**src/rtl/vending_pkg.sv**
```systemverilog
// Shared types for the vending sequencer: FSM states, ingredient indices,
// recipe record and the fixed recipe table.
package vending_pkg;

    localparam int PKG_NUM_INGR    = 5;
    localparam int PKG_NUM_RECIPES = 5;
    localparam int PKG_CREDIT_W    = 4;
    localparam int PKG_DUR_W       = 2;

    typedef enum logic [1:0] {
        ST_IDLE     = 2'd0,
        ST_DISPENSE = 2'd1,
        ST_DONE     = 2'd2
    } state_t;

    localparam int INGR_WATER  = 0;
    localparam int INGR_COFFEE = 1;
    localparam int INGR_SUGAR  = 2;
    localparam int INGR_MILK   = 3;
    localparam int INGR_CHOC   = 4;

    typedef logic [PKG_DUR_W-1:0] dur_t;

    // dur[i] is the duration in ticks of ingredient i (water at index 0).
    typedef struct packed {
        logic [PKG_CREDIT_W-1:0] price;
        dur_t [PKG_NUM_INGR-1:0] dur;
    } recipe_t;

    // Durations are listed chocolate, milk, sugar, coffee, water (MSB first).
    localparam recipe_t RECIPE_TABLE [PKG_NUM_RECIPES] = '{
        '{price: 4'd2, dur: {2'd0, 2'd0, 2'd0, 2'd2, 2'd1}},
        '{price: 4'd3, dur: {2'd0, 2'd0, 2'd0, 2'd1, 2'd3}},
        '{price: 4'd4, dur: {2'd0, 2'd0, 2'd2, 2'd1, 2'd1}},
        '{price: 4'd5, dur: {2'd2, 2'd1, 2'd0, 2'd1, 2'd1}},
        '{price: 4'd1, dur: {2'd0, 2'd0, 2'd0, 2'd0, 2'd0}}
    };

    // Out-of-table selections return an all-zero recipe; callers gate on validity.
    function automatic recipe_t recipe_lookup(input logic [2:0] sel);
        recipe_t r;
        r = '0;
        for (int i = 0; i < PKG_NUM_RECIPES; i++) begin
            if (sel == 3'(i)) r = RECIPE_TABLE[i];
        end
        return r;
    endfunction

endpackage

```
**src/rtl/vending_sequencer_step_timer.sv**
```systemverilog
// Dispense step timer: a TICK_DIV prescaler feeding a tick countdown.
// done pulses in the last cycle of a step so the next step can start back-to-back.
module step_timer
    import vending_pkg::*;
#(
    parameter int TICK_DIV = 50_000_000,
    parameter int DUR_W    = 2
) (
    input  logic             clock,
    input  logic             reset,
    input  logic             start,
    input  logic [DUR_W-1:0] duration,
    output logic             done
);

    localparam int PRE_W = (TICK_DIV > 1) ? $clog2(TICK_DIV) : 1;
    localparam logic [PRE_W-1:0] PRE_MAX = PRE_W'(TICK_DIV - 1);

    logic [PRE_W-1:0] pre;
    logic [DUR_W-1:0] ticks;
    logic             active;

    always_ff @(posedge clock or posedge reset) begin
        if (reset) begin
            pre    <= '0;
            ticks  <= '0;
            active <= 1'b0;
        end else if (start) begin
            pre    <= PRE_MAX;
            ticks  <= duration;
            active <= (duration != '0);
        end else if (active) begin
            if (pre == '0) begin
                pre   <= PRE_MAX;
                ticks <= ticks - DUR_W'(1);
                if (ticks == DUR_W'(1)) active <= 1'b0;
            end else begin
                pre <= pre - PRE_W'(1);
            end
        end
    end

    assign done = active && (pre == '0) && (ticks == DUR_W'(1));

endmodule

```
**src/rtl/vending_sequencer.sv**
```systemverilog
// Coffee vending sequencer: coin credit, recipe accept/reject, timed valve
// sequencing and change return. Define COIN_500_EN to add the coin_500 input.
module vending_sequencer
    import vending_pkg::*;
#(
    parameter int NUM_INGR    = 5,
    parameter int NUM_RECIPES = 5,
    parameter int CREDIT_W    = 4,
    parameter int MAX_CREDIT  = 15,
    parameter int TICK_DIV    = 50_000_000,
    parameter int DUR_W       = 2
) (
    input  logic                clock,
    input  logic                reset,
    input  logic                coin_100,
`ifdef COIN_500_EN
    input  logic                coin_500,
`endif
    input  logic [2:0]          coffee_type,
    input  logic                confirm,
    input  logic                cancel,
    output logic [CREDIT_W-1:0] credit,
    output logic [CREDIT_W-1:0] change,
    output logic                change_valid,
    output logic [NUM_INGR-1:0] ingr_en,
    output logic                busy,
    output logic                finished,
    output logic                err,
    output state_t              state_dbg
);

    // Handshake: none of the inputs are valid/ready; each is a level whose
    // rising edge (versus its registered copy) is one request, and every
    // pulse output is high for exactly one cycle with no back-pressure.

    localparam int IDX_W = $clog2(NUM_INGR);
    localparam int SUM_W = CREDIT_W + 3;

    state_t state, state_next;
    logic [CREDIT_W-1:0] credit_next, change_next;
    logic change_valid_next, finished_next, err_next;
    dur_t [PKG_NUM_INGR-1:0] dur_q, dur_next;
    logic [IDX_W-1:0] step_idx, idx_next;
    logic no_steps, no_steps_next;

    logic coin_100_q, confirm_q, cancel_q;
    logic coin_100_rise, coin_500_rise, confirm_rise, cancel_rise;
    logic [SUM_W-1:0] coin_add;

    recipe_t sel_recipe;
    logic type_ok;
    logic first_found, next_found;
    logic [IDX_W-1:0] first_idx, next_idx;
    logic timer_start, timer_done;
    logic [DUR_W-1:0] timer_dur;

    function automatic logic [CREDIT_W-1:0] sat_credit(input logic [SUM_W-1:0] v);
        return (v > SUM_W'(MAX_CREDIT)) ? CREDIT_W'(MAX_CREDIT) : v[CREDIT_W-1:0];
    endfunction

    assign coin_100_rise = coin_100 & ~coin_100_q;
    assign confirm_rise  = confirm & ~confirm_q;
    assign cancel_rise   = cancel & ~cancel_q;

`ifdef COIN_500_EN
    logic coin_500_q;
    always_ff @(posedge clock or posedge reset) begin
        if (reset) coin_500_q <= 1'b0;
        else       coin_500_q <= coin_500;
    end
    assign coin_500_rise = coin_500 & ~coin_500_q;
`else
    assign coin_500_rise = 1'b0;
`endif

    assign coin_add = SUM_W'(coin_100_rise) + (coin_500_rise ? SUM_W'(5) : '0);

    assign sel_recipe = recipe_lookup(coffee_type);
    assign type_ok    = 32'(coffee_type) < NUM_RECIPES;

    // Lowest non-zero step of the selected recipe, and the next non-zero step
    // after the current one, so zero-duration ingredients cost no cycle.
    always_comb begin
        first_found = 1'b0;
        first_idx   = '0;
        for (int i = NUM_INGR - 1; i >= 0; i--) begin
            if (sel_recipe.dur[i] != '0) begin
                first_found = 1'b1;
                first_idx   = IDX_W'(i);
            end
        end
    end

    always_comb begin
        next_found = 1'b0;
        next_idx   = '0;
        for (int i = NUM_INGR - 1; i >= 0; i--) begin
            if (i > int'(step_idx) && dur_q[i] != '0) begin
                next_found = 1'b1;
                next_idx   = IDX_W'(i);
            end
        end
    end

    step_timer #(
        .TICK_DIV (TICK_DIV),
        .DUR_W    (DUR_W)
    ) u_step_timer (
        .clock    (clock),
        .reset    (reset),
        .start    (timer_start),
        .duration (timer_dur),
        .done     (timer_done)
    );

    always_ff @(posedge clock or posedge reset) begin
        if (reset) begin
            state        <= ST_IDLE;
            credit       <= '0;
            change       <= '0;
            change_valid <= 1'b0;
            finished     <= 1'b0;
            err          <= 1'b0;
            dur_q        <= '0;
            step_idx     <= '0;
            no_steps     <= 1'b0;
            coin_100_q   <= 1'b0;
            confirm_q    <= 1'b0;
            cancel_q     <= 1'b0;
        end else begin
            state        <= state_next;
            credit       <= credit_next;
            change       <= change_next;
            change_valid <= change_valid_next;
            finished     <= finished_next;
            err          <= err_next;
            dur_q        <= dur_next;
            step_idx     <= idx_next;
            no_steps     <= no_steps_next;
            coin_100_q   <= coin_100;
            confirm_q    <= confirm;
            cancel_q     <= cancel;
        end
    end

    always_comb begin
        state_next        = state;
        credit_next       = credit;
        change_next       = change;
        change_valid_next = 1'b0;
        finished_next     = 1'b0;
        err_next          = 1'b0;
        dur_next          = dur_q;
        idx_next          = step_idx;
        no_steps_next     = no_steps;
        timer_start       = 1'b0;
        timer_dur         = '0;
        unique case (state)
            ST_IDLE: begin
                if (confirm_rise) begin
                    // Affordability uses the credit held before this cycle's coin.
                    if (type_ok && credit >= sel_recipe.price) begin
                        state_next    = ST_DISPENSE;
                        dur_next      = sel_recipe.dur;
                        credit_next   = sat_credit(SUM_W'(credit) - SUM_W'(sel_recipe.price) + coin_add);
                        idx_next      = first_idx;
                        no_steps_next = !first_found;
                        timer_start   = first_found;
                        timer_dur     = sel_recipe.dur[first_idx];
                    end else begin
                        err_next    = 1'b1;
                        credit_next = sat_credit(SUM_W'(credit) + coin_add);
                    end
                end else if (cancel_rise) begin
                    change_next       = sat_credit(SUM_W'(credit) + coin_add);
                    change_valid_next = 1'b1;
                    credit_next       = '0;
                end else begin
                    credit_next = sat_credit(SUM_W'(credit) + coin_add);
                end
            end
            ST_DISPENSE: begin
                if (no_steps || (timer_done && !next_found)) begin
                    state_next        = ST_DONE;
                    finished_next     = 1'b1;
                    change_next       = credit;
                    change_valid_next = 1'b1;
                    credit_next       = '0;
                end else if (timer_done) begin
                    idx_next    = next_idx;
                    timer_start = 1'b1;
                    timer_dur   = dur_q[next_idx];
                end
            end
            ST_DONE: begin
                state_next = ST_IDLE;
            end
            default: begin
                state_next = ST_IDLE;
            end
        endcase
    end

    always_comb begin
        ingr_en = '0;
        for (int i = 0; i < NUM_INGR; i++) begin
            ingr_en[i] = (state == ST_DISPENSE) && !no_steps && (step_idx == IDX_W'(i));
        end
    end

    assign busy      = (state != ST_IDLE);
    assign state_dbg = state;

endmodule
```
**config.mk**
```make
export PLATFORM = sky130hd
export DESIGN_NAME = vending_sequencer
export DESIGN_NICKNAME = d
export VERILOG_FILES = /design/src/rtl/vending_pkg.sv /design/src/rtl/vending_sequencer_step_timer.sv /design/src/rtl/vending_sequencer.sv
export SDC_FILE = /design/constraint.sdc
export NUM_CORES = 1
export LEC_CHECK = 0
export CORE_MARGIN = 2
export CORE_UTILIZATION = 42
export DETAILED_ROUTE_END_ITERATION = 10
export GPL_ROUTABILITY_DRIVEN = 0
export HOLD_SLACK_MARGIN = 0.15
export SLEW_MARGIN = 20
export SYNTH_ARGS = -nofsm -noshare
export SYNTH_HDL_FRONTEND = slang
export SYNTH_SLANG_ARGS = --single-unit
```
**constraint.sdc**
```tcl
create_clock -name clock -period 2.75 [get_ports clock]
set_input_delay 0.825 -clock clock [delete_from_list [all_inputs] [get_ports clock]]
set_output_delay 0.825 -clock clock [all_outputs]
set_load 0.02 [all_outputs]
```
==> results.md, run 1 <==
- Largest family of logic cells by synthesized area: simple AND/OR/NAND/NOR gates
- Routed Antenna Nets: 0
- Mux contribution to synthesized area: 3.11%
- Synthesized instance count: 350
- Seq cells post-synth: 55
- Initial antenna violation count: 0
- Kind of end point of the critical path: register
- Hpwl dp: 5.64 mm
- Combinational power share: 50.3%
- CTS tree: yes
- Clock share of power: 17.3%
- Final Cell Area: 4230 um^2
- Ports: 27
- Clock Sinks: 55
- RSZ-0062 raised after global routing: true
- Pint: 2.23 mW
- H-tree depth: 2
- Share of cells above drive strength 1: 22.8%
- Max Clk Rate: 368 MHz
- Syn Std Cell Area: 3300 um^2
- DRT Wirelength: 7.77 mm
- 1st-iter DRT viols: 135
- Die H: 92.6 um
- ANT cells: 0
- CTS Buffer Depth: 2
- Critical path peak fanout: 4
- Max-cap violations: 0
- Die width: 92.6 um
- Max VDD drop: 532 uV
- Prevailing post-synth register cell: dfrtp_1
- PwrDens: 870 nW/um^2
- Worst-path clk slew: 0.11 ns
- Final setup violation count: 0
- TNS Setup: 0 ns
- Port buffer count: 26
- Skew-Pair Late Insertion Delay: 0.31 ns
- Final Hold Fails: 0
- First-pass GRT wire length: 13.5 mm
- Wire length per cell: 15.1 um
- Number of fillers in the final layout: 709
- Vias in the first global route: 2724
- Core Rows: 32
- Initial core utilization: 43.1%
- DR DRC count: 0
- Adder-Cell Fraction of Synth Area: 4.02%
- Avg Inst Size Synth: 9.42 um^2
- Inst Count DP: 504
- GRT Overall Usage: 19.4%
- Post-synth EDFFs: 0
- Synth Area in Compound Gates: 17.3%
- Net Sw Power: 1.44 mW
- Switching Fraction: 39.2%
- Via density: 5.41
- Data arrival, critical path: 2.92 ns
- Area Growth Syn to Fin: 28.1%
- Yosys warns: 0
- Placed Area: 4000 um^2
- Routed via count: 2786
- Ys async rst share: 100%
- Sequential cell area fraction in the yosys report: 41.7%
- Status: completed
- Startpoint types: input port
- Slew @ Worst Pin: 0.474 ns
- Final Instance Count excl. Fillers: 515
- Final number of max-transition violations: 0
- Final min period: 2.71 ns
- Skew final: 0.0120 ns
- Max transition margin: 68.3%
- Required time of the critical path: 2.96 ns
- Clock buffer count from CTS: 5
- Lkg Pwr: 1.81 nW
- Yosys cell types: 58
- HP Class: reg2reg
- Largest net degree at the start of global routing: 45
- DIE AREA: 8580 um^2
- Reg power frac: 32.4%
- Xor and xnor area share after synthesis: 6.64%
- Core footprint: 7650 um^2
- Synth Net Count: 368
- Grt total ovfl: 0
- Simple-gate area share of the yosys netlist: 23.3%
- Final worst-path cycle share: 98.7%
- 1st-pass router iterations: 4
- CTS root buffer: clkbuf_8
- Critical path class: in2reg
- Nets: 430
==> worst max-delay path, stage by stage <==
cell	delay, ns
buf_6	0.10
nor2_4	0.11
nand2_2	0.06
o21ai_2	0.06
ha_2	0.19
inv_2	0.03
fa_1	0.51
ha_2	0.20
nor4b_4	0.22
o21ai_2	0.10
a31oi_4	0.24
a221oi_2	0.08
a21o_2	0.19
==> cell families after synthesis <==
| group | Yosys count |
|---|---|
| xor gates and xnor gates | 25 |
| DFF | 55 |
| buffers and inverters | 34 |
| AOI/OAI and AO/OA | 79 |
| and+or+nand+nor | 139 |
| adders and majority gates | 10 |
| muxes | 8 |
==> flip-flops by register name, summed over array words and instances (netlist names), 2 cells and up <==
register,count
step_idx,3
state_dbg,2
u_step_timer.pre,26
credit,4
change,4
dur_q,6
u_step_timer.ticks,2
==> final timing paths <==
path	from	endpoint	slack, ns	depth (start not counted)
hold reg to reg	dur_q[1]	dur_q[1]	0.49	2
max in group asynchronous	reset	u_step_timer.active	1.45	3
setup reg to reg	u_step_timer.pre[19]	change[3]	0.20	6
setup / recovery	coffee_type[1]	credit[2]	0.04	13
min in group asynchronous	reset	change_valid	0.77	2
hold / removal	dur_q[1]	dur_q[1]	0.49	2
==> area by class of cell <==
cell class	count	area (um^2)	share of cell area [%]
Tap cell	102	128	3.02
Clock inverter	2	60.1	1.42
Sequential cell	55	1380	32.6
Multi-Input combinational cell	261	1900	44.9
Timing Repair Buffer	72	629	14.9
Clock buffer	6	72.6	1.72
Inverter	17	63.8	1.51
==> what timing repair did <==
action | 4_1_cts | 5_1_grt
gates resized for setup | 28 | 11
buffers inserted | 3 | 0
hold buffers | 0 | 0
endpoints found under the setup margin | 36 | 11
pin swaps | 10 | 9
==> metal layers <==
| metal | share of wire [%] | GRT usage (%) | up-vias |
|---|---|---|---|
| li1 | - | - | 1388 |
| met1 | 48 | 27.1 | 1342 |
| met2 | 48 | 31.7 | 52 |
| met3 | 2.8 | 3.17 | 4 |
| met4 | 0.64 | 4.29 | 0 |
| met5 | 0 | 0 | - |
==> cell usage in the layout, fill, tap and decap left out, types with 3 or more instances in the layout <==
cell and instances:
o2111ai_1 8, o211ai_1 10, nor3_1 8, nand2b_1 9, nor2b_1 6, a21o_1 3, ha_1 7, o31ai_1 5
nor2_1 28, or3_1 3, xnor2_1 7, and3_1 3, buf_4 43, nor4_1 5, a221oi_2 3, nand2_1 38
clkbuf_8 5, dfrtp_1 55, nand3_1 9, inv_1 15, a31oi_1 5, o21ai_2 4, or2_2 3, mux2_4 4
o21ai_1 3, dlygate4sd2_1 4, o21ai_0 9, or4_1 4, clkdlybuf4s50_1 18, xor2_1 18, a21oi_1 10
==> synth_stat cells, types with 2 or more instances <==
cell       instances  area (um^2)
nand2b_1           9         56.3
inv_1             17         63.8
a31o_1             2         17.5
o21a_1             2         15.0
nand3_1            9         45.0
nor3_1             8         40.0
ha_1               9          113
nor3b_1            2         15.0
nand2_1           39          146
or4_1              4         30.0
o21ai_0           15         75.1
mux2_4             4         60.1
o2111ai_1          8         70.1
nor2b_1            6         37.5
nor2_1            29          109
or2_2              4         25.0
nand4_1            2         12.5
a21oi_1           10         50.1
mux2_2             2         22.5
xnor2_1            7         61.3
o31ai_1            5         37.5
nor4b_1            3         26.3
nor4_4             2         42.5
dfrtp_1           55         1380
nand3b_1           2         15.0
xor2_1            18          158
clkbuf_1          16         60.1
nor4_1             6         37.5
o211ai_1          10         75.1
a31oi_1            6         37.5
or3_1              3         18.8
o31a_1             2         17.5
and3_1             3         18.8
mux2i_1            2         20.0
a22oi_1            2         15.0
a221oi_1           3         26.3
a21o_1             3         22.5
==> power groups by stage <==
stage,logic (mW),clock network [mW],registers [mW]
after detailed placement,1.78,0,1.20
final,1.85,0.637,1.19
after floorplan,1.11,0,1.23
after global placement,1.77,0,1.20
after CTS,1.83,0.659,1.19
after global routing,2.06,0.690,1.22
==> through the flow <==
step	worst slack [ns]	utilization, %	hold slack (ns)	power (mW)
2_1_floorplan	-0.138	-	0.447	2.34
3_3_place_gp	-0.748	52.3	0.462	2.97
3_5_place_dp	-0.837	52.3	0.464	2.99
4_1_cts	-0.0451	54.7	0.490	3.68
5_1_grt	-0.0954	55.3	0.510	3.97
6_report	0.0355	55.3	0.488	3.68
(Power assumes the default switching activity.)
==> inputs of run 2 (changes only) <==
--- a/config.mk
+++ b/config.mk
@@ -9,7 +9,6 @@
 export CORE_UTILIZATION = 42
 export DETAILED_ROUTE_END_ITERATION = 10
 export GPL_ROUTABILITY_DRIVEN = 0
-export HOLD_SLACK_MARGIN = 0.15
 export SLEW_MARGIN = 20
 export SYNTH_ARGS = -nofsm -noshare
 export SYNTH_HDL_FRONTEND = slang
==> results of run 2 <==
Same layout as run 1: the final DEF is identical, and so are final timing and power.
